`src/rtl/rob_pkg.sv`:
```
// Shared types and helpers for the reorder-buffer completion tracker.
package rob_pkg;

    localparam int CAUSE_W = 5;

    typedef struct packed {
        logic               done;
        logic               call;
        logic               ret;
        logic               exc;
        logic [CAUSE_W-1:0] cause;
    } rob_rec_t;

    // Index width for a slot array; a single-slot array still needs one bit.
    function automatic int idx_w(input int depth);
        return (depth > 1) ? $clog2(depth) : 1;
    endfunction

endpackage

```
`src/rtl/rob_slot_rec.sv`:
```
// One ROB slot's completion record with its clear/set priority chain.
module rob_slot_rec #(
    parameter int IDX_W    = 5,
    parameter int CAUSE_W  = 5,
    parameter int COMMIT_W = 2,
    parameter int SLOT     = 0,
    parameter int BANK     = 0
) (
    input  logic                      clk_i,
    input  logic                      rst_i,
    input  logic                      flush_i,
    input  logic [COMMIT_W-1:0]       cm_commit_i,
    input  logic [COMMIT_W*IDX_W-1:0] cm_slot_i,
    input  logic                      alloc_clr_i,
    input  logic                      wb_set_i,
    input  logic                      wb_call_i,
    input  logic                      wb_ret_i,
    input  logic                      wb_exc_i,
    input  logic [CAUSE_W-1:0]        wb_cause_i,
    output logic                      done_o,
    output logic                      call_o,
    output logic                      ret_o,
    output logic                      exc_o,
    output logic [CAUSE_W-1:0]        cause_o,
    output logic                      done_d_o
);

    logic               done_q, call_q, ret_q, exc_q;
    logic [CAUSE_W-1:0] cause_q;
    logic               done_d, call_d, ret_d, exc_d;
    logic [CAUSE_W-1:0] cause_d;
    logic               commit_clr;

    // Only the lane owning this slot's bank may retire it.
    always_comb begin
        commit_clr = 1'b0;
        for (int l = 0; l < COMMIT_W; l++) begin
            if (l == BANK && cm_commit_i[l] &&
                cm_slot_i[l*IDX_W +: IDX_W] == IDX_W'(SLOT)) begin
                commit_clr = 1'b1;
            end
        end
    end

    always_comb begin
        done_d  = done_q;
        call_d  = call_q;
        ret_d   = ret_q;
        exc_d   = exc_q;
        cause_d = cause_q;
        if (flush_i || commit_clr || alloc_clr_i) begin
            done_d  = 1'b0;
            call_d  = 1'b0;
            ret_d   = 1'b0;
            exc_d   = 1'b0;
            cause_d = '0;
        end else if (wb_set_i) begin
            done_d = 1'b1;
            call_d = call_q | wb_call_i;
            ret_d  = ret_q | wb_ret_i;
            exc_d  = exc_q | wb_exc_i;
            // The first exception recorded for a slot keeps its cause.
            if (!exc_q && wb_exc_i) begin
                cause_d = wb_cause_i;
            end
        end
    end

    always_ff @(posedge clk_i or posedge rst_i) begin
        if (rst_i) begin
            done_q  <= 1'b0;
            call_q  <= 1'b0;
            ret_q   <= 1'b0;
            exc_q   <= 1'b0;
            cause_q <= '0;
        end else begin
            done_q  <= done_d;
            call_q  <= call_d;
            ret_q   <= ret_d;
            exc_q   <= exc_d;
            cause_q <= cause_d;
        end
    end

    assign done_o   = done_q;
    assign call_o   = call_q;
    assign ret_o    = ret_q;
    assign exc_o    = exc_q;
    assign cause_o  = cause_q;
    assign done_d_o = done_d;

endmodule

```
`src/rtl/rob_cmpl_tracker.sv`:
```
// Per-slot completion status for the ROB: writeback set, alloc/commit/flush
// clear, banked commit-lane reads with optional same-cycle bypass.
module rob_cmpl_tracker
    import rob_pkg::*;
#(
    parameter int ROB_DEPTH = 32,
    parameter int WB_PORTS  = 4,
    parameter int COMMIT_W  = 2,
    parameter int CAUSE_W   = rob_pkg::CAUSE_W,
    parameter int BYPASS    = 0,
    localparam int IDX_W    = idx_w(ROB_DEPTH)
) (
    input  logic                         cpu_clk_i,
    input  logic                         cpu_rst_i,
    input  logic                         flush_i,
    input  logic [COMMIT_W-1:0]          alloc_valid_i,
    input  logic [COMMIT_W*IDX_W-1:0]    alloc_slot_i,
    input  logic [WB_PORTS-1:0]          wb_valid_i,
    input  logic [WB_PORTS*IDX_W-1:0]    wb_slot_i,
    input  logic [WB_PORTS-1:0]          wb_call_i,
    input  logic [WB_PORTS-1:0]          wb_ret_i,
    input  logic [WB_PORTS-1:0]          wb_exc_i,
    input  logic [WB_PORTS*CAUSE_W-1:0]  wb_cause_i,
    input  logic [COMMIT_W*IDX_W-1:0]    cm_slot_i,
    input  logic [COMMIT_W-1:0]          cm_commit_i,
    output logic [COMMIT_W-1:0]          cm_done_o,
    output logic [COMMIT_W-1:0]          cm_call_o,
    output logic [COMMIT_W-1:0]          cm_ret_o,
    output logic [COMMIT_W-1:0]          cm_exc_o,
    output logic [COMMIT_W*CAUSE_W-1:0]  cm_cause_o,
    output logic [IDX_W:0]               done_cnt_o
);

    logic [ROB_DEPTH-1:0] done_q, call_q, ret_q, exc_q, done_d;
    logic [CAUSE_W-1:0]   cause_q [ROB_DEPTH];
    logic [IDX_W:0]       done_cnt_q, done_cnt_d;
    logic                 unused_flags;

    // Call/ret are meaningful on the branch port only.
    assign unused_flags = ^{wb_call_i, wb_ret_i};

    for (genvar s = 0; s < ROB_DEPTH; s++) begin : g_slot
        logic               set, call, ret, exc, alloc_clr, found;
        logic [CAUSE_W-1:0] cause;

        always_comb begin
            set       = 1'b0;
            exc       = 1'b0;
            found     = 1'b0;
            cause     = '0;
            alloc_clr = 1'b0;
            for (int p = 0; p < WB_PORTS; p++) begin
                if (wb_valid_i[p] && wb_slot_i[p*IDX_W +: IDX_W] == IDX_W'(s)) begin
                    set = 1'b1;
                    exc = exc | wb_exc_i[p];
                    if (wb_exc_i[p] && !found) begin
                        found = 1'b1;
                        cause = wb_cause_i[p*CAUSE_W +: CAUSE_W];
                    end
                end
            end
            call = wb_valid_i[0] && wb_call_i[0] && wb_slot_i[IDX_W-1:0] == IDX_W'(s);
            ret  = wb_valid_i[0] && wb_ret_i[0]  && wb_slot_i[IDX_W-1:0] == IDX_W'(s);
            for (int l = 0; l < COMMIT_W; l++) begin
                if (alloc_valid_i[l] && alloc_slot_i[l*IDX_W +: IDX_W] == IDX_W'(s)) begin
                    alloc_clr = 1'b1;
                end
            end
        end

        rob_slot_rec #(
            .IDX_W    (IDX_W),
            .CAUSE_W  (CAUSE_W),
            .COMMIT_W (COMMIT_W),
            .SLOT     (s),
            .BANK     (s % COMMIT_W)
        ) u_rec (
            .clk_i       (cpu_clk_i),
            .rst_i       (cpu_rst_i),
            .flush_i     (flush_i),
            .cm_commit_i (cm_commit_i),
            .cm_slot_i   (cm_slot_i),
            .alloc_clr_i (alloc_clr),
            .wb_set_i    (set),
            .wb_call_i   (call),
            .wb_ret_i    (ret),
            .wb_exc_i    (exc),
            .wb_cause_i  (cause),
            .done_o      (done_q[s]),
            .call_o      (call_q[s]),
            .ret_o       (ret_q[s]),
            .exc_o       (exc_q[s]),
            .cause_o     (cause_q[s]),
            .done_d_o    (done_d[s])
        );
    end

    // Lane reads; bypass merges writebacks landing on the examined slot now.
    always_comb begin
        logic [IDX_W-1:0]   sel;
        logic               byp_en, b_done, b_call, b_ret, b_exc;
        logic [CAUSE_W-1:0] b_cause;
        cm_done_o  = '0;
        cm_call_o  = '0;
        cm_ret_o   = '0;
        cm_exc_o   = '0;
        cm_cause_o = '0;
        byp_en     = (BYPASS != 0) && !flush_i && !cpu_rst_i;
        for (int l = 0; l < COMMIT_W; l++) begin
            sel     = cm_slot_i[l*IDX_W +: IDX_W];
            b_done  = 1'b0;
            b_call  = 1'b0;
            b_ret   = 1'b0;
            b_exc   = 1'b0;
            b_cause = '0;
            for (int p = WB_PORTS - 1; p >= 0; p--) begin
                if (byp_en && wb_valid_i[p] && wb_slot_i[p*IDX_W +: IDX_W] == sel) begin
                    b_done = 1'b1;
                    if (wb_exc_i[p]) begin
                        b_exc   = 1'b1;
                        b_cause = wb_cause_i[p*CAUSE_W +: CAUSE_W];
                    end
                    if (p == 0) begin
                        b_call = wb_call_i[0];
                        b_ret  = wb_ret_i[0];
                    end
                end
            end
            cm_done_o[l] = done_q[sel] | b_done;
            cm_call_o[l] = call_q[sel] | b_call;
            cm_ret_o[l]  = ret_q[sel]  | b_ret;
            cm_exc_o[l]  = exc_q[sel]  | b_exc;
            cm_cause_o[l*CAUSE_W +: CAUSE_W] = (exc_q[sel] || !b_exc) ? cause_q[sel] : b_cause;
        end
    end

    // Count from next-state so the total moves on the same edge as the bits.
    always_comb begin
        done_cnt_d = '0;
        for (int s = 0; s < ROB_DEPTH; s++) begin
            done_cnt_d = done_cnt_d + (IDX_W+1)'(done_d[s]);
        end
    end

    always_ff @(posedge cpu_clk_i or posedge cpu_rst_i) begin
        if (cpu_rst_i) begin
            done_cnt_q <= '0;
        end else begin
            done_cnt_q <= done_cnt_d;
        end
    end

    assign done_cnt_o = done_cnt_q;

endmodule

```
`config.mk`:
```
export PLATFORM = sky130hd
export DESIGN_NAME = rob_cmpl_tracker
export DESIGN_NICKNAME = d
export VERILOG_FILES = /design/src/rtl/rob_pkg.sv /design/src/rtl/rob_slot_rec.sv /design/src/rtl/rob_cmpl_tracker.sv
export SDC_FILE = /design/constraint.sdc
export NUM_CORES = 1
export LEC_CHECK = 0
export BUFFER_PORTS_ARGS = -buffer_cell sky130_fd_sc_hd__buf_2
export CORE_MARGIN = 2
export CORE_UTILIZATION = 34
export CTS_CLUSTER_SIZE = 30
export DETAILED_ROUTE_END_ITERATION = 8
export PLACE_DENSITY_LB_ADDON = 0.3
export SLEW_MARGIN = 10
export SYNTH_ARGS = -nofsm -noshare
export SYNTH_HDL_FRONTEND = slang
export SYNTH_HIERARCHICAL = 1
export SYNTH_SLANG_ARGS = --single-unit
```
`constraint.sdc`:
```
create_clock -name cpu_clk_i -period 7.2 [get_ports cpu_clk_i]
set_input_delay 0.36 -clock cpu_clk_i [delete_from_list [all_inputs] [get_ports cpu_clk_i]]
set_output_delay 0.36 -clock cpu_clk_i [all_outputs]
set_load 0.03 [all_outputs]
```
# Word level (Yosys, flattened, before mapping)
# Index checks and enable logic that the tools add are counted.
# op_classes
addsub	31
eq_ne	217
magnitude_cmp	4
mux	1112
bitwise	194
n_reduce_logical	713
# ops
cell	n
5-bit two-way mux	325
1-bit two-way mux	777
5-bit == test (second input constant)	112
1-bit logical AND	418
5-bit by 4-bit == test with 1-bit output (second input constant)	56
1-bit bitwise OR	192
6-bit by 1-bit adder with 6-bit output	26
5-bit by 3-bit == test with 1-bit output (second input constant)	28
1-bit logical NOT	128
2-bit nonzero test	64
5-bit by 2-bit == test with 1-bit output (second input constant)	14
1-bit logical OR	64
2-bit AND reduction	32
5-bit binary-select mux with 5-bit select	2
1-bit binary-select mux with 5-bit select	8
5-bit by 1-bit == test with 1-bit output (second input constant)	7
5-bit logical NOT	7
6-bit >= comparator (second input constant)	2
5-bit by 6-bit less-than comparator with 1-bit output (second input constant)	2
5-bit NOT with 6-bit output	2
5-bit by 1-bit adder with 6-bit output	1
4-bit by 1-bit adder with 5-bit output	1
3-bit by 1-bit adder with 4-bit output	1
2-bit by 1-bit adder with 3-bit output	1
1-bit by 1-bit adder with 2-bit output	1
# totals
register_bits	294

# Longest topological paths before layout
# Gate-level depths: netlist (run 1).
# depth
ltp_word	39
ltp_mapped	23
depth_no_buf	21

# Modules after synthesis
# Netlist (run 1), hierarchy kept.
# by_module_without_submodules
mod	seq_area_each_um2	cells_each	instances	area_per_inst_um2
rob_cmpl_tracker	150.1	1799	1	13784.5
rob_slot_rec at g_slot[11].u_rec ...	225.2	32	9	370.4
rob_slot_rec at g_slot[10].u_rec ...	225.2	33	5	374.1
rob_slot_rec at g_slot[16].u_rec ...	225.2	33	5	372.9
rob_slot_rec at g_slot[17].u_rec ...	225.2	32	4	391.6
rob_slot_rec at g_slot[21].u_rec ...	225.2	33	4	379.1
rob_slot_rec at g_slot[19].u_rec ...	225.2	32	2	380.4
rob_slot_rec at g_slot[12].u_rec ...	225.2	32	2	369.1
rob_slot_rec at g_slot[0].u_rec	225.2	33	1	371.6

# Worst setup path before layout (run 1)
# OpenSTA, ideal clock, no wires.
# synth_path
kind	input port to flip-flop
start	input wb_slot_i[7]
end	register done_cnt_q[4] (netlist: done_cnt_o[4])
stages	22
path_slack_ps	1245
n_path_buf	2
setup_time_ps	80
t_arrival_ps	5875
cell_sequence	buf_2 > clkbuf_1 > nor3_1 > nand2_1 > o21ai_0 > nor2_1 > nor2_1 > inv_1 > fa_1 > inv_1 > fa_1 > fa_1 > fa_1 > fa_1 > inv_1 > fa_1 > inv_1 > ha_1 > fa_1 > a21o_1 > a21oi_1 > xnor2_1
# synth_between
elab_chain_len	38
word_cells_on_any_way	255
classes_between	add/sub (31); eq/ne (31); mux (160); reduce/logical (33)
# synth_rtl
item	line	source
start, declared	rob_cmpl_tracker.sv:19	input logic [WB_PORTS*IDX_W-1:0] wb_slot_i,
5-bit logical NOT	rob_cmpl_tracker.sv:53	if (wb_valid_i[p] && wb_slot_i[p*IDX_W +: IDX_W] == IDX_W'(s)) begin
1-bit logical AND	rob_cmpl_tracker.sv:53	
1-bit two-way mux (3 in series)	rob_cmpl_tracker.sv:53	
net g_slot[0].set	rob_cmpl_tracker.sv:43	logic set, call, ret, exc, alloc_clr, found;
1-bit two-way mux	rob_slot_rec.sv:57	end else if (wb_set_i) begin
1-bit two-way mux	rob_slot_rec.sv:51	if (flush_i || commit_clr || alloc_clr_i) begin
net done_d[0]	rob_cmpl_tracker.sv:34	logic [ROB_DEPTH-1:0] done_q, call_q, ret_q, exc_q, done_d;
1-bit by 1-bit adder with 2-bit output	rob_cmpl_tracker.sv:141	done_cnt_d = done_cnt_d + (IDX_W+1)'(done_d[s]);
2-bit by 1-bit adder with 3-bit output	rob_cmpl_tracker.sv:141	
3-bit by 1-bit adder with 4-bit output	rob_cmpl_tracker.sv:141	
4-bit by 1-bit adder with 5-bit output	rob_cmpl_tracker.sv:141	
5-bit by 1-bit adder with 6-bit output	rob_cmpl_tracker.sv:141	
6-bit by 1-bit adder with 6-bit output (26 in series)	rob_cmpl_tracker.sv:141	
net done_cnt_d[4]	rob_cmpl_tracker.sv:36	logic [IDX_W:0] done_cnt_q, done_cnt_d;
end signal, assigned	rob_cmpl_tracker.sv:149	done_cnt_q <= done_cnt_d;
end, declared	rob_cmpl_tracker.sv:36	
# The timed path passes the listed nets, and every way through them passes these cells.
# A chain may end at the register's enable or synchronous reset.

# Worst setup path after layout (run 1)
# layout_path
start	input wb_slot_i[6]
end	register done_cnt_q[4] (netlist: done_cnt_o[4])
# layout_between
word_cells_on_any_way	255
classes_between	add/sub (31); eq/ne (31); mux (160); reduce/logical (33)
# layout_lines
item	line
5-bit == test	rob_cmpl_tracker.sv:53
1-bit logical AND	rob_cmpl_tracker.sv:53
1-bit two-way mux (3 in series)	rob_cmpl_tracker.sv:53
net g_slot[27].set	rob_cmpl_tracker.sv:43
1-bit two-way mux	rob_slot_rec.sv:57
1-bit two-way mux	rob_slot_rec.sv:51
net done_d[27]	rob_cmpl_tracker.sv:34
6-bit by 1-bit adder with 6-bit output (5 in series)	rob_cmpl_tracker.sv:141
net done_cnt_d[4]	rob_cmpl_tracker.sv:36
# The timed path passes the listed nets, and every way through them passes these cells.

==> flow_summary.toml, run 1 <==
[global_route]
gr-total-overflow = 0
grt_pass1_vias = 23700
antenna_found_initial = 2
grt_max_degree = 49
grt.total_usage = 0.305
grt_first_pass_wirelength_um = 173000

[clocking]
cts_tree = "done"
cts_buffer_depth = 3
cts.reportedPaths.clkPinSlew_ns = 0.05
cts_root_buffer = "clkbuf_16"
insertion_delay_ns = 0.56
cts_sinks = 294
post_cts_resized = 0
cts_hold_buffers = 0
post_cts_buffers = 0
cts.htree.levels = 2
cts_made_buffers = 36

[synthesis]
synth-edff-count = 0
ys.flop_type = "dfrtp_1"
postSynthNetCount = 2952
ys.warnings.count = 6
syn_area_sq_mm = 0.0258
synth_top_area_frac = 0.285
synthCells = 2838
yosys.area.top_type = "dfrtp_1"
yosysSeqAreaShare = 0.285
synth_cell_type_count = 76
synth_seq_cells = 294
synth_async_sr_flop_share = 1.00
synth_area_leaders = "dfrtp_1 (29%), mux4_2 (16%), nor2_1 (9.2%), mux2i_1 (6.2%), o2bb2ai_1 (4.0%)"
avgSynthCellArea_sq_um = 9.09

[drt]
vias_per_cell = 6.56
wl_per_cell_um = 31.3
wl_met3_um = 12000
drcViolationCount = 0
wl_um = 121000
route.met2.wl_um = 53100
dr.pass1.iters = 8
top_layer = "met5"
drt-initial-drc-count = 3481
vias = 25300
wl_met1_um = 45400
drtAntennaViolNets = 0

[placement]
io_buffer_count = 100
dp_hpwl_um = 89800
placed_cells = 3793
place.gp.congestion = 0.989

[timing]
clock.fmax_ghz = 0.164
fin_crit_ns = 6.09
tns_ns = 0
final-max-slew-violation-count = 0
skew_ns = 0.0280
hold_violations = 0
tightest_slew_ns = 1.32
slew_headroom = 0.120
period_share = 0.845
setup_violations = 0
grt_setup_unrepaired = "no"

[run_status]
status = "finished clean"

[floorplan]
die_area_sq_mm = 0.0781
io_pins = 107
num_rows = 101
dieHeight_um = 280
initial_utilization = 0.341
core_sq_mm = 0.0756
die_w_um = 280

[critical_path]
arrival_ns = 6.56
cp_max_fo = 15
regToRegSetupSlack_ns = 2.10
timing.rr.start = "g_slot[27].u_rec/done_o$_DFF_PP0_"
worst_setup_path_end_kind = "flop"
startpoint = "wb_slot_i[6]"
critPathCapture = "done_cnt_o[4]$_DFF_PP0_"
r2r.worst_path.cells = 17
startpoint_type = "input pin"
reg2reg_to = "done_cnt_o[4]$_DFF_PP0_"
cp.required_ns = 7.67
worstSetupPathType = "input pin to flop"

[layout]
fin_nets = 2967
final_common_cell = "nor2_1"
post-route-util = 0.374
final_cells = 3856
fillerInstances = 7635
drive_gt1_frac = 0.168
area_growth_pct = 9.58
mostFrequentLayoutCells = "nor2_1 (634), dfrtp_1 (294), nand2_1 (199)"

[power]
p_leak_nw = 12.3
power_density_mw_per_mm2 = 152
peakVddDrop_mv = 0.164

[run]
timing.max_cap.violations = 0

[min_path]
hold_path.class = "input pin to asynchronous set/reset pin"
==> state kept, by name (all words and copies together), names as in the netlist <==
name and flops:
g_slot.u_rec/call_o 32, g_slot.u_rec/ret_o 32, g_slot.u_rec/cause_o 160, done_cnt_o 6
g_slot.u_rec/done_o 32, g_slot.u_rec/exc_o 32
==> worst min-delay path by stage <==
| stage | startpoint | to | slack [ns] | cells past startpoint |
|---|---|---|---|---|
| floorplan | cpu_rst_i | done_cnt_o[0]$_DFF_PP0_ | 0.15 | 1 |
| global placement | g_slot[6].u_rec/call_o$_DFFE_PP0P_ | g_slot[6].u_rec/call_o$_DFFE_PP0P_ | 0.49 | 2 |
| detailed placement | g_slot[14].u_rec/call_o$_DFFE_PP0P_ | g_slot[14].u_rec/call_o$_DFFE_PP0P_ | 0.50 | 2 |
| CTS | cpu_rst_i | done_cnt_o[3]$_DFF_PP0_ | 0.10 | 2 |
| global route | cpu_rst_i | done_cnt_o[5]$_DFF_PP0_ | 0.16 | 2 |
| finish | cpu_rst_i | done_cnt_o[3]$_DFF_PP0_ | 0.09 | 2 |
==> power by group <==
group / switching, W / internal [W] / total, W
clock network: 0.000746 / 0.00107 / 0.00182
logic: 0.000591 / 0.000213 / 0.000804
registers: 0.00000959 / 0.00167 / 0.00168
total: 0.00135 / 0.00296 / 0.00430
==> cells by family after synthesis <==
family                     Yosys count  synth area share
AOI/OAI and AO/OA                  592             0.176
xor gates and xnor gates             3           0.00102
adders and majority gates           31            0.0220
buffers and inverters              280            0.0511
DFF                                294             0.285
muxes                              359             0.227
and+or+nand+nor                   1279             0.238
==> per-layer routing <==
metal,track usage,vias up
li1,-,10700
met1,0.386,12500
met2,0.471,1633
met3,0.0601,364
met4,0.210,2
met5,0,-
==> final cells by class <==
class | instances | area, sq um | share of cell area
tap | 978 | 1220 | 0.0433
inverter | 77 | 289 | 0.0102
antenna | 1 | 2.50 | 0.0000885
multi-input combinational | 2264 | 17100 | 0.606
sequential | 294 | 7360 | 0.260
clock inverter | 7 | 75.1 | 0.00265
clock buffer | 55 | 1080 | 0.0384
timing repair buffer | 180 | 1110 | 0.0394
==> worst max-delay path, cell delays in order <==
cell     delay, ns
buf_2         0.29
and2_1        0.36
nand3_1       0.22
o22ai_1       0.23
a221o_1       0.42
nor2_1        0.09
nor2_1        0.28
fa_1          0.50
fa_1          0.52
inv_1         0.06
fa_1          0.47
inv_1         0.05
fa_1          0.47
fa_1          0.50
inv_1         0.05
fa_1          0.48
inv_1         0.04
ha_1          0.20
fa_1          0.46
a21o_1        0.19
a21oi_1       0.18
xnor2_1       0.13
==> cell usage after synthesis (10+ instances only) <==
master	n
nor2_1	634
dfrtp_1	294
nand2_1	199
mux4_2	180
mux2i_1	161
nor3_1	158
o2bb2ai_1	117
clkbuf_1	109
a211oi_1	106
a21oi_1	98
inv_1	77
o22ai_1	67
o311a_1	48
buf_2	39
nand2b_1	39
nand3b_1	34
nand3_1	30
fa_1	24
nor2b_1	23
o21ai_0	23
buf_6	21
mux2_2	18
buf_1	17
buf_4	16
nor4_1	16
o21ai_1	16
a221o_1	15
a311o_1	15
nand4b_1	14
nor4bb_1	13
o221ai_1	12
or2_2	12
or4_1	12
a22oi_1	11
a211o_1	10
==> metrics by stage <==
stage | power, W | hold slack [ns] | worst slack [ns] | cell area [sq um]
after global routing | 0.00442 | 0.157 | 0.933 | 28300
after global placement | 0.00249 | 0.489 | 0.810 | 27100
final | 0.00430 | 0.0943 | 1.11 | 28300
after detailed placement | 0.00249 | 0.501 | 0.736 | 27100
after CTS | 0.00430 | 0.104 | 1.29 | 28300
after floorplan | 0.00217 | 0.151 | 1.25 | 25800
Note: power is estimated with default switching activity, not from simulation.
==> inputs of run 2 (changes only) <==
- clock period: 7.2 -> 4.9 ns (I/O delays scaled with it)
==> flow_summary.toml, run 2 (synthesized netlist as in run 1, its figures left out) <==
[layout]
fillerInstances = 7573
largest_reg_flops = 160
fin_nets = 3208
postLayoutCellArea_sq_mm = 0.0305
mostFrequentLayoutCells = "nor2_1 (614), buf_4 (322), dfrtp_1 (294)"
drive_gt1_frac = 0.260
diodes = 0
multi_input_area_sq_mm = 0.0175
area_growth_pct = 18.3
post-route-util = 0.404
final_common_cell = "nor2_1"
regArea_sq_mm = 0.00736

[floorplan]
die_w_um = 280
core_sq_mm = 0.0756
initial_utilization = 0.341
die_area_sq_mm = 0.0781
dieHeight_um = 280
num_rows = 101
io_pins = 107

[clocking]
insertion_delay_ns = 0.59
cts.htree.levels = 1
cts_sinks = 294
cts_made_buffers = 31
cts.reportedPaths.clkPinSlew_ns = 0.07
cts_buffer_depth = 3
cts_root_buffer = "clkbuf_16"
cts_tree = "done"

[critical_path]
startpoint = "wb_slot_i[19]"
worstSetupPathType = "input pin to flop"
cp_max_fo = 4
timing.rr.start = "g_slot[25].u_rec/done_o$_DFF_PP0_"
cp.required_ns = 5.42
startpoint_type = "input pin"
arrival_ns = 5.56
worst_setup_path_end_kind = "flop"

[global_route]
grt_pass1_vias = 24600
grt_first_pass_wirelength_um = 179000
gr-total-overflow = 0
antenna_found_initial = 1
grt_max_degree = 61
grt.total_usage = 0.317

[run_status]
violations = "negative setup slack"
status = "finished, violations left"

[timing]
slew_headroom = 0.198
grt_setup_unrepaired = "yes"
period_share = 1.03
tns_ns = -0.166
clock.fmax_ghz = 0.198
hold_violations = 0
setup_violations = 2
skew_ns = 0.0213
tightest_slew_ns = 1.19
fin_crit_ns = 5.04
setup_ws_ns = -0.145
final-max-slew-violation-count = 0
hold_slack_ns = 0.188

[placement]
dpl_worst_slack_ns = -0.829
dp_hpwl_um = 96200
io_buffer_count = 100
post_dp_cell_area_sq_mm = 0.0291
place.gp.congestion = 1.05

[drt]
wl_per_cell_um = 30.9
drt-initial-drc-count = 3752
drtAntennaViolNets = 0
wl_um = 126000
dr.pass1.iters = 6
vias = 26300
vias_per_cell = 6.43
drcViolationCount = 0

[power]
p_leak_nw = 13.5
peakVddDrop_mv = 0.238
power_density_mw_per_mm2 = 207

[run]
timing.max_cap.violations = 0

[min_path]
hold_path.class = "input pin to flop"
min_from = "cm_slot_i[2]"
run 2: changes by cell type in the layout (fill, tap and decap cells not counted), moves of 8 or more:
cell,before,now
nor2_2,7,27
buf_12,0,8
buf_4,83,322
nor2b_1,23,15
buf_2,96,88
nor2_1,634,614
run 2: report_power, final:
| group | leakage [nW] | total (W) | switching, W | internal [W] |
|---|---|---|---|---|
| Clock | 0.501 | 0.00243 | 0.00105 | 0.00137 |
| Sequential | 4.10 | 0.00247 | 0.0000187 | 0.00245 |
| Combinational | 8.91 | 0.00142 | 0.000946 | 0.000473 |
run 2: path summary, 6_finish.rpt:
check | endpoint | slack (ns) | cells after the start
max | done_cnt_o[4]$_DFF_PP0_ | -0.14 | 22
min | g_slot[0].u_rec/done_o$_DFF_PP0_ | 0.19 | 4
max reg2reg | done_cnt_o[4]$_DFF_PP0_ | 0.10 | 17
min reg2reg | g_slot[12].u_rec/ret_o$_DFFE_PP0P_ | 0.52 | 2
max in group asynchronous | g_slot[0].u_rec/cause_o[2]$_DFFE_PP0P_ | 3.76 | 3
min in group asynchronous | done_cnt_o[3]$_DFF_PP0_ | 0.51 | 3
run 2: cell type report:
class                      instances  share of cell area
clock buffer                      45              0.0294
clock inverter                    12             0.00402
inverter                          77             0.00947
multi-input combinational       2264               0.575
sequential                       294               0.241
tap                              978              0.0401
timing repair buffer             426               0.101
run 2: worst max-delay path, cell delays in order:
cell and delay (ns):
buf_2 0.10, nand2b_4 0.14, nor3_4 0.32, a222oi_1 0.20, o21ai_4 0.17, nor2_1 0.07
nor2_1 0.17, inv_1 0.09, fa_1 0.55, inv_2 0.04, fa_2 0.43, fa_2 0.57
fa_2 0.45, fa_1 0.50, inv_1 0.06, fa_1 0.48, inv_1 0.04, ha_2 0.18
fa_2 0.34, a21o_1 0.17, a21oi_2 0.14, xnor2_1 0.12
run 2: timing repair:
action | CTS | global route
hold endpoints to repair | 6 | 0
hold buffers | 1 | 0
setup buffers | 2 | 16
endpoints found under the setup margin | 4 | 5
gates resized for setup | 21 | 67
pin swaps | 16 | 37
run 2: routing by layer:
layer	vias to the layer above	track usage	routed length (um)
met2	1739	0.479	54900
met3	398	0.0648	13000
met1	13000	0.405	47100
met4	0	0.230	11400
li1	11200	-	-
met5	-	0	0
run 2: stage by stage:
step	std cells	power, W
after floorplan	2838	0.00322
after global placement	4021	0.00384
after detailed placement	4021	0.00384
after CTS	4081	0.00625
after global routing	4096	0.00649
final	4096	0.00632
